### config.mk
export PLATFORM = sky130hd
export DESIGN_NAME = dmem_arbiter
export DESIGN_NICKNAME = d
export VERILOG_FILES = /design/src/rtl/dmem_arbiter.sv
export SDC_FILE = /design/constraint.sdc
export NUM_CORES = 1
export LEC_CHECK = 0
export ABC_AREA = 0
export BUFFER_PORTS_ARGS = -buffer_cell sky130_fd_sc_hd__buf_4
export CAP_MARGIN = 20
export CORE_MARGIN = 3
export CORE_UTILIZATION = 50
export DETAILED_ROUTE_END_ITERATION = 6
export HOLD_SLACK_MARGIN = 0.02
export PLACE_DENSITY = 0.93
export REMOVE_ABC_BUFFERS = 1
export SYNTH_ARGS = -nofsm -noshare
export SYNTH_HDL_FRONTEND = slang
export SYNTH_SLANG_ARGS = --single-unit
### constraint.sdc
create_clock -name clk_i -period 3.4 [get_ports clk_i]
set_clock_uncertainty 0.15 [all_clocks]
set_input_delay 0.68 -clock clk_i [delete_from_list [all_inputs] [get_ports clk_i]]
set_output_delay 0.68 -clock clk_i [all_outputs]
set_load 0.1 [all_outputs]
### src/rtl/dmem_arbiter.sv
// Round-robin arbiter sharing one single-ported memory between an instruction
// fetch port (0, read-only) and a data load/store port (1), with ack timeout.
module dmem_arbiter #(
    parameter int ADDR_W   = 32,
    parameter int DATA_W   = 32,
    parameter int MAX_WAIT = 8,
    parameter int CNT_W    = 16
) (
    input  logic              clk_i,
    input  logic              rst_i,
    input  logic              start_i,
    input  logic              p0_req_i,
    input  logic [ADDR_W-1:0] p0_addr_i,
    output logic              p0_ack_o,
    output logic [DATA_W-1:0] p0_rdata_o,
    input  logic              p1_req_i,
    input  logic              p1_we_i,
    input  logic [ADDR_W-1:0] p1_addr_i,
    input  logic [DATA_W-1:0] p1_wdata_i,
    output logic              p1_ack_o,
    output logic [DATA_W-1:0] p1_rdata_o,
    output logic              err_o,
    output logic              mem_en_o,
    output logic              mem_we_o,
    output logic [ADDR_W-1:0] mem_addr_o,
    output logic [DATA_W-1:0] mem_wdata_o,
    input  logic [DATA_W-1:0] mem_rdata_i,
    input  logic              mem_ack_i,
    output logic [CNT_W-1:0]  conflict_cnt_o
);

    localparam int WAIT_W = (MAX_WAIT > 1) ? $clog2(MAX_WAIT) : 1;
    localparam logic [WAIT_W-1:0] WAIT_LAST = WAIT_W'(MAX_WAIT - 1);

    typedef enum logic [1:0] {IDLE, ACCESS, RESP} state_t;

    state_t              state_reg;
    logic                owner_reg;
    logic                last_grant_reg;
    logic [WAIT_W-1:0]   wait_reg;
    logic                mem_en_reg;
    logic                mem_we_reg;
    logic [ADDR_W-1:0]   mem_addr_reg;
    logic [DATA_W-1:0]   mem_wdata_reg;
    logic [1:0]          ack_reg;
    logic                err_reg;
    logic [CNT_W-1:0]    conflict_reg;

    logic [1:0]          req_vec;
    logic                contended;
    logic                grant_next;
    logic [DATA_W-1:0]   rdata_vec [2];

    assign req_vec    = {p1_req_i, p0_req_i};
    assign contended  = &req_vec;
    // On contention the port that did not win last time gets the grant.
    assign grant_next = contended ? ~last_grant_reg : req_vec[1];

    always_ff @(posedge clk_i) begin
        if (rst_i) begin
            state_reg      <= IDLE;
            owner_reg      <= 1'b0;
            last_grant_reg <= 1'b1;
            wait_reg       <= '0;
            mem_en_reg     <= 1'b0;
            mem_we_reg     <= 1'b0;
            mem_addr_reg   <= '0;
            mem_wdata_reg  <= '0;
            ack_reg        <= '0;
            err_reg        <= 1'b0;
            conflict_reg   <= '0;
        end else begin
            case (state_reg)
                IDLE: begin
                    if (start_i && (|req_vec)) begin
                        owner_reg      <= grant_next;
                        last_grant_reg <= grant_next;
                        mem_en_reg     <= 1'b1;
                        mem_we_reg     <= grant_next & p1_we_i;
                        mem_addr_reg   <= grant_next ? p1_addr_i : p0_addr_i;
                        mem_wdata_reg  <= grant_next ? p1_wdata_i : '0;
                        wait_reg       <= '0;
                        if (contended && (conflict_reg != {CNT_W{1'b1}}))
                            conflict_reg <= conflict_reg + CNT_W'(1);
                        state_reg      <= ACCESS;
                    end
                end
                ACCESS: begin
                    // A real ack wins over a timeout landing in the same cycle.
                    if (mem_ack_i || (wait_reg == WAIT_LAST)) begin
                        mem_en_reg <= 1'b0;
                        mem_we_reg <= 1'b0;
                        ack_reg    <= owner_reg ? 2'b10 : 2'b01;
                        err_reg    <= ~mem_ack_i;
                        state_reg  <= RESP;
                    end else begin
                        wait_reg <= wait_reg + WAIT_W'(1);
                    end
                end
                RESP: begin
                    ack_reg   <= '0;
                    err_reg   <= 1'b0;
                    state_reg <= IDLE;
                end
                default: state_reg <= IDLE;
            endcase
        end
    end

    // Per-port read data holders: load only on an acked read owned by that port.
    generate
        for (genvar gi = 0; gi < 2; gi++) begin : gen_port
            logic [DATA_W-1:0] rdata_reg;
            logic              capture;

            assign capture = (state_reg == ACCESS) && mem_ack_i && !mem_we_reg
                             && (owner_reg == 1'(gi));

            always_ff @(posedge clk_i) begin
                if (rst_i)
                    rdata_reg <= '0;
                else if (capture)
                    rdata_reg <= mem_rdata_i;
            end

            assign rdata_vec[gi] = rdata_reg;
        end
    endgenerate

    assign p0_ack_o       = ack_reg[0];
    assign p1_ack_o       = ack_reg[1];
    assign p0_rdata_o     = rdata_vec[0];
    assign p1_rdata_o     = rdata_vec[1];
    assign err_o          = err_reg;
    assign mem_en_o       = mem_en_reg;
    assign mem_we_o       = mem_we_reg;
    assign mem_addr_o     = mem_addr_reg;
    assign mem_wdata_o    = mem_wdata_reg;
    assign conflict_cnt_o = conflict_reg;

endmodule

# After elaboration in Yosys (flattened, before gate mapping)

Index checks and enable logic that the tools add are counted.

$add $sub $neg: 2
Equality and inequality tests: 7
Muxes and demuxes: 19
Bitwise gates (word level): 4
Reduce and logical (&&, ||, !) cells: 19

Operator list:

| kind                                                 | count |
|---|---|
| 2-to-1 mux 32 bit                                    | 2 |
| adder 16 x 1 -> 16 bit (second input constant)       | 1 |
| inequality test 16 bit (second input constant)       | 1 |
| AND reduction 3 bit                                  | 3 |
| 2-to-1 mux 2 bit                                     | 4 |
| case mux 2 bit (2 select lines)                      | 2 |
| AND reduction 2 bit                                  | 4 |
| logical AND 1 bit                                    | 6 |
| 2-to-1 mux 3 bit                                     | 2 |
| inequality test 2 bit (second input constant)        | 3 |
| case mux 1 bit (2 select lines)                      | 3 |
| case mux 3 bit (2 select lines)                      | 1 |
| 2-to-1 mux 1 bit                                     | 5 |
| nonzero test 2 bit                                   | 2 |
| adder 3 x 1 -> 3 bit (second input constant)         | 1 |
| equality test 3 bit (second input constant)          | 1 |
| NOT 1 bit                                            | 3 |
| equality test 2 x 1 -> 1 bit (second input constant) | 1 |
| equality test 2 bit (second input constant)          | 1 |
| zero test 2 bit                                      | 1 |
| OR reduction 2 bit                                   | 1 |
| AND 1 bit                                            | 1 |
| zero test 1 bit                                      | 1 |
| logical OR 1 bit                                     | 1 |

Bits in registers: 156
Bits of input ports: 135
Word-level logic and storage cells: 64

# Depth between registers and ports, before layout

Depth after elaboration: 5
Depth in mapped cells: 7
Gate-level depth less buffers: 6

# Least setup slack after synthesis

OpenSTA, ideal clock, no wires.

Path kind: register to register
From: reg conflict_reg[0], in the netlist conflict_cnt_o[0]
To: reg conflict_reg[12], in the netlist conflict_cnt_o[12]
Library setup time: 0.070 ns
Data arrival time: 2.657 ns
Required time: 3.180 ns
Path slack: 0.523 ns
Cell stages (with the launch flop): 6
Path through: dfxtp_1 > ha_1 > nand3_1 > or4_4 > or4_1 > a21oi_1

Cells in the longest elaborated chain, start to end: 3
Elaborated cells on any way between the ends: 4

RTL lines:

| item                                                           | line | RTL |
|---|---|---|
| start, declared                                                | 47   | `logic [CNT_W-1:0] conflict_reg;` |
| start signal, assigned                                         | 84   | `conflict_reg <= conflict_reg + CNT_W'(1);` |
| branches (longest 3 deep; another with adder 16 x 1 -> 16 bit) | -    |  |

Several ways; the timed one is not identified.
A chain may end at the register's enable or synchronous reset.

# Worst setup path in the final report

From: reg state_reg[1]
To: reg conflict_reg[7], in the netlist conflict_cnt_o[7]

Cells in the longest elaborated chain, start to end: 2

RTL lines:

| item                                 | line | RTL |
|---|---|---|
| start, declared                      | 37   | `state_t state_reg;` |
| start signal, assigned               | 61   | `state_reg <= IDLE;` |
| start signal, assigned               | 85   | `state_reg <= ACCESS;` |
| start signal, assigned               | 95   | `state_reg <= RESP;` |
| zero test 2 bit                      | 73   | `case (state_reg)` |
| AND reduction 3 bit (no source line) | -    |  |

No other way between the ends.

==> impl.org <==
** Floorplanning
- In this run the vertical extent of the chip is 116 um.
- The initialized floorplan defines 39 standard-cell rows.
- Initial cell density of the core :: 51.9%
- 284 I/O pins were placed.
- From left edge to right edge, the die measures 116 um.
- Die area :: 13300 um2
- The region available for standard cell placement spans 11600 um2.

** Critical path
- Critical path arrival :: 2580 ps
- Reg2reg setup slack :: 1010 ps
- Maximum net fanout on the critical path :: 14
- The critical path is of the reg2reg type.
- STA classifies the critical path startpoint as a flop.
- The worst setup path is captured at a flop.
- Critical path required time :: 3580 ps

** Global routing
- For this run, the total global-route usage over all layers was measured as 26.5%.
- Number of global-route vias before repair :: 5841
- The first global-routing pass estimated 28100 um of wire.
- Largest net degree at the start of global routing :: 81
- The number of antenna violations at the first check in global routing is 0.
- The total overflow left after global routing is 0.

** Clock network
- Clock latency on the worst-skew pair :: 410 ps
- Clock buffer depth :: 2
- Clock-pin slew reported for the worst setup and hold paths after clock tree synthesis :: 60 ps
- CTS tree :: done
- Clock Sink Count :: 156
- In this run the clock root is driven by a clkbuf_16.
- In this run, post-CTS repair resized a total of 0 instances.
- TritonCTS created 17 clock buffers.
- Buffers added to address setup during post-CTS repair amount to 0.
- Total number of H-tree levels :: 4
- In this run, post-CTS hold repair placed 0 buffers.

** Timing
- Of the available clock period, the critical path in the final layout requires 70.4%.
- Setup repair after global routing left no endpoint under its margin.
- Final setup violation count :: 0
- Min Tclk post-route :: 2390 ps
- At the pin with the least slew margin, the transition time is 872 ps.
- Final number of hold-violating endpoints :: 0
- Slew margin rel. :: 41.9%
- Max Clock Freq :: 418 MHz
- Summed over all failing endpoints, the final setup total negative slack is 0 ps.
- The count of final max-slew check failures is 0.

** Synthesis
- After synthesis, the cell types taking the most area are dfxtp_1 (52%), nand2_1 (8.5%), a21oi_1 (6.8%), mux2i_1 (5.5%), nor2_1 (5.1%).
- Portion of synthesized cell area occupied by the leading cell type :: 52.1%
- Post-synthesis area per instance :: 8.68 um2
- In the synthesized netlist, the number of instances is 691.
- Fraction of synthesis flops using an asynchronous set or reset pin :: 0%
- Warnings from Yosys :: 0
- Post-synth cell types :: 42
- Post-synth EDFFs :: 0
- Synthesized area :: 6000 um2
- Share of synthesized area occupied by flip-flops and latches :: 52.1%
- Flop and latch count out of synthesis :: 156
- Predominant post-synthesis flop cell :: dfxtp_1
- Summed over all instances, the cell type with the most area after synthesis is dfxtp_1.

** Worst hold path
- In this run the worst hold path is classified as reg2reg.

** Layout
- Of the cells placed in the final design, the portion with a size suffix greater than 1 is 35.3%.
- Final design utilization :: 75.8%
- Leading cell type in the layout, fill and taps excluded :: buf_4
- After routing the design area is 8760 um2.
- The number of antenna diodes in the final layout is 0.
- Final instance count without filler cells :: 1105
- Area overhead of the layout relative to synthesis :: 46.1%
- At the end of the flow, the number of nets in the layout was 1087.
- In the layout the commonest cells are buf_4 (292), dfxtp_1 (156), nand2_1 (136).

** Detailed routing
- For this block, the initial DRC count from the detailed router was 499.
- The detail route stage leaves a number of antenna-violating nets equal to 0.
- Initial DRT Pass Iterations :: 5
- Total vias in the final route :: 6077
- The final layout contains routed wiring with a total length of 18600 um.
- Detailed-route DRC error count :: 0
- Using the TritonRoute via totals, the vias-per-cell ratio works out to 5.50.
- In the final routed layout, each cell accounts on average for 16.8 um.

** Placement
- At the end of routability-driven placement, the weighted congestion stood at 0.817.
- The HPWL after detailed placement is 13200 um.
- Including well taps, the total number of placed cells is 1073.
- Placed Area :: 8200 um2
- Port bufs :: 283

** Power and ir drop
- After layout, the design draws a total of 0.00470 W.
- For this design the static power due to leakage is 3.75 nW.
- In this run the power density over the cells is 536 nW/um2.
- Across the VDD grid, the largest voltage drop is 308 uV.

** Status
- Result of the run :: complete, no violations

** Flow run
- The tool flagged a number of max-cap violations equal to 0.
==> where the power goes <==
part	switching, W	internal, W	leakage, nW
sequential	0.0000426	0.00190	1.27
combinational	0.000700	0.000270	2.21
clock	0.000725	0.00106	0.272
total	0.00147	0.00323	3.75
==> per-stage QoR <==
| stage | hold slack (ps) | worst slack (ps) |
|---|---|---|
| after global routing | 316 | 787 |
| after detailed placement | 298 | 663 |
| after global placement | 292 | 791 |
| after CTS | 306 | 990 |
| after floorplan | 280 | -2150 |
| final | 304 | 1010 |
==> layout make-up <==
cell class | instances | area, um2
multi-input cells | 479 | 2680
well taps | 143 | 179
clock inverters | 10 | 90.1
clock buffers | 22 | 474
flip-flops and latches | 156 | 3120
repair buffers | 293 | 2210
fillers | 810 | 2800
inverters | 2 | 7.51
==> cells by family (layout without fill, tap and decap cells) <==
group | after synthesis | count (layout) | share of synthesized area, %
buf+inv | 56 | 327 | 3.63
mux | 40 | 40 | 6.82
compound gates | 161 | 161 | 16.6
simple gates | 275 | 275 | 20.2
flops | 156 | 156 | 52.1
fa+ha+maj | 3 | 3 | 0.626
==> metal layers <==
metal	wire (um)	track usage [%]	vias to the layer above
met5	0	0	-
li1	-	-	2912
met2	9410	45.8	287
met4	819	14.9	0
met3	1810	9.66	61
met1	6580	28.0	2817
==> path summary, 6_finish.rpt <==
path                  start                end  cells after the start
min reg2reg  p1_rdata_o[12]     p1_rdata_o[12]                      2
max            state_reg[1]  conflict_cnt_o[7]                      4
min          p1_rdata_o[12]     p1_rdata_o[12]                      2
max reg2reg    state_reg[1]  conflict_cnt_o[7]                      4
==> cell usage after synthesis (2+ instances only) <==
| library cell | count |
|---|---|
| a211oi_1 | 33 |
| a21oi_1 | 82 |
| a22oi_1 | 32 |
| and2_1 | 3 |
| and3_1 | 2 |
| buf_1 | 6 |
| clkbuf_1 | 47 |
| dfxtp_1 | 156 |
| ha_1 | 3 |
| inv_1 | 2 |
| mux2_2 | 7 |
| mux2i_1 | 33 |
| nand2_1 | 136 |
| nand2b_1 | 2 |
| nand3_1 | 11 |
| nand4_1 | 5 |
| nor2_1 | 82 |
| nor2b_1 | 7 |
| nor4_1 | 4 |
| nor4b_1 | 3 |
| o21ai_0 | 3 |
| o31ai_1 | 5 |
| or3_1 | 2 |
| or4_1 | 5 |
| or4b_2 | 3 |
==> worst max-delay path, stage by stage, from the launching register on <==
cell and delay, ps:
dfxtp_1 390, nor3b_1 460, nand3_1 420, or4b_2 750, a21oi_1 150
Power figures use the tool's default switching activity.
